## src/rtl/text_char_fetch.sv

```systemverilog
// Text-mode pixel front end: sync-gen coordinates -> VRAM cell read -> font-ROM read -> glyph dot.
// Three pixel-period pipeline with delay-matched blank/sync and a blinking underline cursor.
module text_char_fetch #(
  parameter int H_ACTIVE     = 640,
  parameter int V_ACTIVE     = 480,
  parameter int COLS         = 80,
  parameter int ROWS         = 30,
  parameter int VRAM_AW      = 12,
  parameter int BLINK_FRAMES = 30
) (
  input  logic               clk,
  input  logic               rst_n,
  input  logic               pix_ce,
  input  logic [10:0]        hcount,
  input  logic [10:0]        vcount,
  input  logic               blank_in,
  input  logic               hsync_in,
  input  logic               vsync_in,
  output logic [VRAM_AW-1:0] vram_addr,
  input  logic [23:0]        vram_data,
  output logic [11:0]        font_addr,
  input  logic [7:0]         font_data,
  input  logic [VRAM_AW-1:0] cursor_addr,
  input  logic               cursor_en,
  output logic [15:0]        char_color,
  output logic               font_dot,
  output logic               blank_out,
  output logic               hsync_out,
  output logic               vsync_out
);

  localparam int          FW        = (BLINK_FRAMES > 1) ? $clog2(BLINK_FRAMES) : 1;
  localparam logic [FW-1:0] FCNT_MAX = FW'(BLINK_FRAMES - 1);
  localparam logic [10:0] H_LIM     = 11'(H_ACTIVE);
  localparam logic [10:0] V_LIM     = 11'(V_ACTIVE);
  localparam logic [6:0]  R_LIM     = 7'(ROWS);

  logic [6:0]         row;
  logic [7:0]         col;
  logic [VRAM_AW-1:0] row_w;
  logic [VRAM_AW-1:0] col_w;
  logic [VRAM_AW-1:0] cell_addr;
  logic               in_vis;

  assign row   = vcount[10:4];
  assign col   = hcount[10:3];
  assign row_w = VRAM_AW'(row);
  assign col_w = VRAM_AW'(col);

  // 80 columns is the common case: shift-add instead of a multiplier.
  generate
    if (COLS == 80) begin : g_mul80
      assign cell_addr = (row_w << 6) + (row_w << 4) + col_w;
    end else begin : g_mul
      assign cell_addr = row_w * VRAM_AW'(COLS) + col_w;
    end
  endgenerate

  assign in_vis = (hcount < H_LIM) && (vcount < V_LIM) && (row < R_LIM);

  // Stage 1 / stage 2 pipe registers
  logic [2:0]  bit1, bit2;
  logic [3:0]  grow1, grow2;
  logic        curs1, curs2;
  logic        blank1, blank2;
  logic        hs1, hs2, vs1, vs2;
  logic [15:0] col2;

  // Blink state
  logic [FW-1:0] fcnt;
  logic          blink_on;
  logic          vsync_prev;

  logic dot_raw;
  logic dot;

  assign dot_raw = font_data[3'd7 - bit2];
  // Underline cursor: invert the bottom two glyph rows of the cursor cell.
  assign dot     = dot_raw ^ (curs2 & cursor_en & blink_on & (grow2 >= 4'd14));

  always_ff @(posedge clk or negedge rst_n) begin
    if (!rst_n) begin
      vram_addr  <= '0;
      curs1      <= 1'b0;
      bit1       <= '0;
      grow1      <= '0;
      blank1     <= 1'b1;
      hs1        <= 1'b1;
      vs1        <= 1'b1;
      col2       <= '0;
      font_addr  <= '0;
      bit2       <= '0;
      grow2      <= '0;
      curs2      <= 1'b0;
      blank2     <= 1'b1;
      hs2        <= 1'b1;
      vs2        <= 1'b1;
      font_dot   <= 1'b0;
      char_color <= '0;
      blank_out  <= 1'b1;
      hsync_out  <= 1'b1;
      vsync_out  <= 1'b1;
      fcnt       <= '0;
      blink_on   <= 1'b1;
      vsync_prev <= 1'b1;
    end else if (pix_ce) begin
      vram_addr <= in_vis ? cell_addr : '0;
      curs1     <= in_vis && (cell_addr == cursor_addr);
      bit1      <= hcount[2:0];
      grow1     <= vcount[3:0];
      blank1    <= blank_in;
      hs1       <= hsync_in;
      vs1       <= vsync_in;

      col2      <= vram_data[15:0];
      font_addr <= {vram_data[23:16], grow1};
      bit2      <= bit1;
      grow2     <= grow1;
      curs2     <= curs1;
      blank2    <= blank1;
      hs2       <= hs1;
      vs2       <= vs1;

      if (blank2) begin
        font_dot   <= 1'b0;
        char_color <= '0;
      end else begin
        font_dot   <= dot;
        char_color <= col2;
      end
      blank_out <= blank2;
      hsync_out <= hs2;
      vsync_out <= vs2;

      vsync_prev <= vsync_in;
      if (vsync_prev && !vsync_in) begin
        if (fcnt == FCNT_MAX) begin
          fcnt     <= '0;
          blink_on <= ~blink_on;
        end else begin
          fcnt <= fcnt + 1'b1;
        end
      end
    end
  end

endmodule

```

## config.mk

```make
export PLATFORM = sky130hd
export DESIGN_NAME = text_char_fetch
export DESIGN_NICKNAME = d
export VERILOG_FILES = /design/src/rtl/text_char_fetch.sv
export SDC_FILE = /design/constraint.sdc
export NUM_CORES = 1
export LEC_CHECK = 0
export ABC_AREA = 1
export CAP_MARGIN = 20
export CORE_AREA = 4 4 99 101
export CTS_CLUSTER_DIAMETER = 50
export CTS_CLUSTER_SIZE = 40
export DETAILED_ROUTE_END_ITERATION = 6
export DIE_AREA = 0 0 103 105
export PLACE_DENSITY_LB_ADDON = 0.1
export SYNTH_ARGS = -nofsm -noshare
export SYNTH_HDL_FRONTEND = slang
export SYNTH_SLANG_ARGS = --single-unit
export TNS_END_PERCENT = 50
```

## constraint.sdc

```tcl
create_clock -name clk -period 3.7 [get_ports clk]
set_input_delay 0.74 -clock clk [delete_from_list [all_inputs] [get_ports clk]]
set_output_delay 0.74 -clock clk [all_outputs]
set_load 0.01 [all_outputs]
```

==> summary.txt, run 1 <==
Gate Count Post-Synth = 467
Pre-Repair DR Iteration Count = 4
Finished Layout Cells = 698
Max-slew violation count = 0
Gpl congestion = 0.790
Design Area, Final = 5460 um2
Syn_area_per_cell = 8.50 um2
RR Startpoint = vs1
Die width = 103 um
DP Cell Count = 681
Cell area after placement = 5210 um2
First-pass GRT wire length = 15,300 um
Vias in the first global route = 3,316
Max-cap violations = 0
DRT antenna net count = 0
Vias/cell = 4.86
Post-Syn Area = 3970 um2
Root Driver = clkbuf_8
Count of input and output buffers = 116
Residual DRC = 0
Register area share after synthesis = 53.2%
Worst path required time = 3990 ps
Worst Setup Path Type = input port to flip-flop
Die Y = 105 um
Final Hold Viols = 0
Max Clock Freq = 359 MHz
Relative slew margins = 55.9%
Worst reg2reg endpoint = fcnt[3]
Mapped Nets = 556
Post-cts hold buffer count = 0
Worst vdd ir = 197 uV
Worst setup SP type = input port
Routed WL = 9210 um
Final period util = 75.2%
Postcts setup bufs = 0
Ant diodes = 0
Reg2reg setup slack = 2240 ps
Largest net degree at the start of global routing = 85
Final net count = 671
CORE AREA = 9020 um2
Worst path arrival time = 3070 ps
Most Used Layer, Global Route = met2
# setup viols final = 0
Initial DRC count = 106
Synth area leader = dfrtp_1
CTS max path bufs = 2
Total track usage = 17.7%
Wirelength per Cell = 13.2 um
CTS tree = built
Worst-skew pair later-pin latency = 350 ps
Layout cells sized above 1 = 6.98%
CP max FO = 3
Setup Total Neg Slack = 0 ps
Fin crit period = 2780 ps
Initial Util = 44.0%
Final HPWL DP = 6640 um
DR vias = 3,389
Crit. Startpoint = vcount[6]
PwrDens = 434 nW/um2
Total CTS buffers = 9
Status = completed
Post_cts resized = 0
Largest cells by area after synthesis = dfrtp_1, nand2_1, o21ai_0
Slowest cell on crit path = clkdlybuf4s50_1
Met2 Resource Use GR = 28.6%
GR Util met1 = 22.9%
Initial antenna violation count = 0
Cell chain of the critical path = clkdlybuf4s50_1 > inv_1 > fa_1 > fa_1 > inv_1 > nand2_1 > nand2_1 > nand2_1 > nand2_1 > nand3_1 > nor2_1 > nand2_1 > nor2_1 > nand3_1 > nand2_1
Post-synthesis sequential element count = 84
Clock-pin slew on the worst setup and hold paths = 90 ps
Sink Count = 84
Die area = 10,800 um2
Synthesis Warnings = 0
Static leakage = 2.65 nW
CP Capture Type = flip-flop
Site Rows = 35
Post-synth top area share = 46.6%
HP Class = input port to asynchronous set/reset pin
Synth-to-layout area growth = 37.6%
Grt ovf = 0
Clock Skew = 9.94 ps
Htree depth = 3
Worst-margin pin slew = 660 ps
CP peak stage delay = 510 ps
Reg2Reg Depth = 7
Worst path most repeated cell = nand2_1
RSZ-0062 raised after global routing = false
I/O pin total = 117
Final core occ = 60.6%
Met3 usage = 5.21%
Netlist cell types = 29
## power breakdown
group / switching [W] / total, W / internal (W)
Combinational: 0.000270 / 0.000533 / 0.000263
Sequential: 0.0000657 / 0.00110 / 0.00104
Clock: 0.000333 / 0.000735 / 0.000402
Total: 0.000669 / 0.00237 / 0.00170
## worst max path at each step
stage	end	slack, ps	cells after the start
3_3_place_gp	curs1	600	15
5_1_grt	curs1	730	15
4_1_cts	curs1	930	11
2_1_floorplan	curs1	1190	13
3_5_place_dp	curs1	560	14
6_report	curs1	920	15
## cells in the mapped netlist, drive strengths merged
library cell and number:
nand2 158, dfrtp 74, inv 59, o21ai 57, nand3 33, nor2 18
ha 13, dfstp 10, clkbuf 8, buf 7, a21oi 6, nand4 4
a22o 3, fa 3, xor2 3, nand3b 2, nor3 2, o22ai 2
xnor2 2, a21o 1, nor3b 1, or2 1
## cell families (layout without fill, tap and decap cells)
logic type                 after synthesis  count (layout)  synth area share [%]
AOI/OAI and AO/OA                       69              69                  9.11
xor gates and xnor gates                 5               5                  1.10
adders and majority gates               16              16                  5.61
buffers and inverters                   74             194                  7.28
DFF                                     84              84                  53.2
and+or+nand+nor                        219             219                  23.7
## critical path: cells and delay by family
family                     cells  cell delay (ps)
adders and majority gates      2              940
and+or+nand+nor               10              740
buffers and inverters          3              660
## final cells by class
class | instances | area, um2
timing repair buffer | 119 | 1200
inverter | 59 | 221
tap | 111 | 139
multi-input combinational | 309 | 1570
fill | 826 | 3560
clock inverter | 5 | 82.6
sequential | 84 | 2110
clock buffer | 11 | 141
## registers in the layout (all words and copies together), names as in the netlist, 3 cells and up
register    count
char_color     16
fcnt            5
col2           16
bit2            3
grow1           4
font_addr      12
bit1            3
vram_addr      12
## routing by layer
layer / vias up / part of all wire (%)
li1: 1700 / -
met1: 1587 / 45
met2: 90 / 47
met3: 12 / 6.5
met4: 0 / 1.2
met5: - / 0
## placed cells by master, fill, tap and decap left out, drive strengths merged
master,netlist,layout
a21o,1,1
a21oi,6,6
a22o,3,3
buf,7,5
bufinv,0,2
clkbuf,8,11
clkdlybuf4s50,0,114
clkinv,0,2
dfrtp,74,74
dfstp,10,10
fa,3,3
ha,13,13
inv,59,60
nand2,158,158
nand3,33,33
nand3b,2,2
nand4,4,4
nor2,18,18
nor3,2,2
nor3b,1,1
o21ai,57,57
o22ai,2,2
or2,1,1
xnor2,2,2
xor2,3,3
## stage by stage
| stage | hold slack [ps] | power [W] | setup slack (ps) |
|---|---|---|---|
| global route | 330 | 0.00251 | 734 |
| finish | 320 | 0.00237 | 917 |
| CTS | 468 | 0.00239 | 930 |
| global placement | 453 | 0.00164 | 599 |
| detailed placement | 455 | 0.00165 | 555 |
| floorplan | 442 | 0.00139 | 1190 |
(Power assumes the default switching activity.)
==> run 2, diff against run 1 <==
clock period = 2.7 ns   (was 3.7 ns; I/O delays follow)
==> run 2 against run 1 <==
Effect of this change:
- first-iteration DRC count up 19%
- flip-flop and latch count unchanged
- sequential power up 37%
- power up 37%
- global-route usage up 0.39 points
- count of clock-buffer cells in the layout unchanged
- sequential share of layout area down 0.45 points
- worst setup slack worse by 800 ps
- die area unchanged
- critical path depth down 4
- critical endpoint unchanged
- combinational power up 41%
- final area up 1.2%
==> summary.txt, run 2 (synthesis results as in run 1) <==
Top Registers = char_color (16), col2 (16)
Count of input and output buffers = 116
Final HPWL DP = 6900 um
DP Cell Count = 691
Layout cells sized above 1 = 8.56%
# setup viols final = 0
Htree depth = 3
Ant diodes = 0
Synth-to-layout area growth = 39.2%
CTS tree = built
Gpl congestion = 0.799
Commonest non-fill, non-tap cells in the layout = nand2_1, clkdlybuf4s50_1, dfrtp_1, inv_1, o21ai_0
Max-cap violations = 0
Initial antenna violation count = 0
Relative slew margins = 58.7%
Worst vdd ir = 301 uV
DRT antenna net count = 0
Pre-Repair DR Iteration Count = 4
Die width = 103 um
Largest net degree at the start of global routing = 69
Sink Count = 84
Worst-skew pair later-pin latency = 350 ps
Final Hold Viols = 0
Clock power share = 30.6%
Static leakage = 2.68 nW
Post-cts hold buffer count = 0
Total CTS buffers = 9
Root Driver = clkbuf_8
Hold WS = 188 ps
Total track usage = 18.1%
Max Clock Freq = 387 MHz
Initial Util = 44.0%
Flop pwr share = 46.4%
Residual DRC = 0
Routed WL = 9280 um
Worst path required time = 2980 ps
Final period util = 95.8%
CP max FO = 2
Sw Pwr = 0.000910 W
Max-slew violation count = 0
CORE AREA = 9020 um2
Vias/cell = 4.81
Wirelength per Cell = 13.1 um
Initial DRC count = 126
Finished Layout Cells = 707
Worst-margin pin slew = 619 ps
Final core occ = 61.3%
CTS max path bufs = 2
Net Sw Frac = 27.9%
HP Class = input port to asynchronous set/reset pin
I/O pin total = 117
Die Y = 105 um
Most common cell after layout, fill and taps aside = nand2_1
PwrDens = 589 nW/um2
Final net count = 680
Clock Skew = 11.2 ps
First-pass GRT wire length = 15,700 um
Clock-pin slew on the worst setup and hold paths = 80 ps
Site Rows = 35
DR vias = 3,402
Pint = 0.00235 W
Grt ovf = 0
Worst Setup Path Type = input port to flip-flop
Setup Total Neg Slack = 0 ps
Combinational Power Share = 23.0%
RSZ-0062 raised after global routing = false
Fin crit period = 2590 ps
CP Capture Type = flip-flop
Die area = 10,800 um2
Worst setup SP type = input port
Status = completed
Vias in the first global route = 3,394
Worst path arrival time = 2870 ps
-- run 2: cell count changes in the layout (fill, tap and decap cells not counted), sizes merged --
cell and delta:
buf +9, clkinv -2, clkinvlp +2
-- run 2: through the flow --
| step | setup WS (ps) | instance area, um2 | total power, W |
|---|---|---|---|
| after floorplan | 389 | 3970 | 0.00190 |
| after global placement | -192 | 5300 | 0.00227 |
| after detailed placement | -240 | 5300 | 0.00229 |
| after CTS | 118 | 5520 | 0.00331 |
| after global routing | 3.56 | 5530 | 0.00347 |
| final | 113 | 5530 | 0.00326 |
-- run 2: worst paths after layout --
path                           start      end  slack (ps)  cells after the start
setup / recovery           vcount[6]    curs1         110                     11
hold / removal                 rst_n  col2[8]         190                      1
setup reg to reg                 vs1  fcnt[3]        1220                      7
hold reg to reg               blank1   blank2         470                      2
max in group asynchronous      rst_n   blank1        1820                      2
min in group clk              blank1   blank2         470                      2
-- run 2: power groups by stage --
| stage | clock network (W) | registers, W | logic, W |
|---|---|---|---|
| 3_5_place_dp | 0 | 0.00153 | 0.000760 |
| 5_1_grt | 0.00109 | 0.00153 | 0.000852 |
| 4_1_cts | 0.00103 | 0.00151 | 0.000765 |
| 2_1_floorplan | 0 | 0.00155 | 0.000358 |
| 3_3_place_gp | 0 | 0.00153 | 0.000739 |
| 6_report | 0.000997 | 0.00151 | 0.000750 |
-- run 2: what timing repair did --
action	in CTS	in global routing
setup buffers	0	0
hold endpoints to repair	0	0
setup endpoints to repair	0	1
gates resized for setup	0	1
-- run 2: layout make-up --
type | count | area [um2]
fill | 788 | 3490
timing repair buffer | 128 | 1260
multi-input combinational | 309 | 1570
clock inverter | 5 | 83.8
clock buffer | 11 | 141
inverter | 59 | 221
sequential | 84 | 2110
tap | 111 | 139
-- run 2: critical path, cell delays in order --
cell and delay, ps:
clkdlybuf4s50_1 470, inv_1 60, fa_1 530, fa_2 600, xor2_1 140, nand3_1 80
nor2_1 110, nand3_1 80, nor2_1 120, nand3_1 70, nand2_1 50
-- run 2: per-layer routing --
metal / up-vias / track usage [%] / share of wire [%]
li1: 1721 / - / -
met1: 1581 / 23.6 / 43
met2: 88 / 29.1 / 49
met3: 12 / 4.01 / 5.6
met4: 0 / 6.66 / 1.7
met5: - / 0 / 0
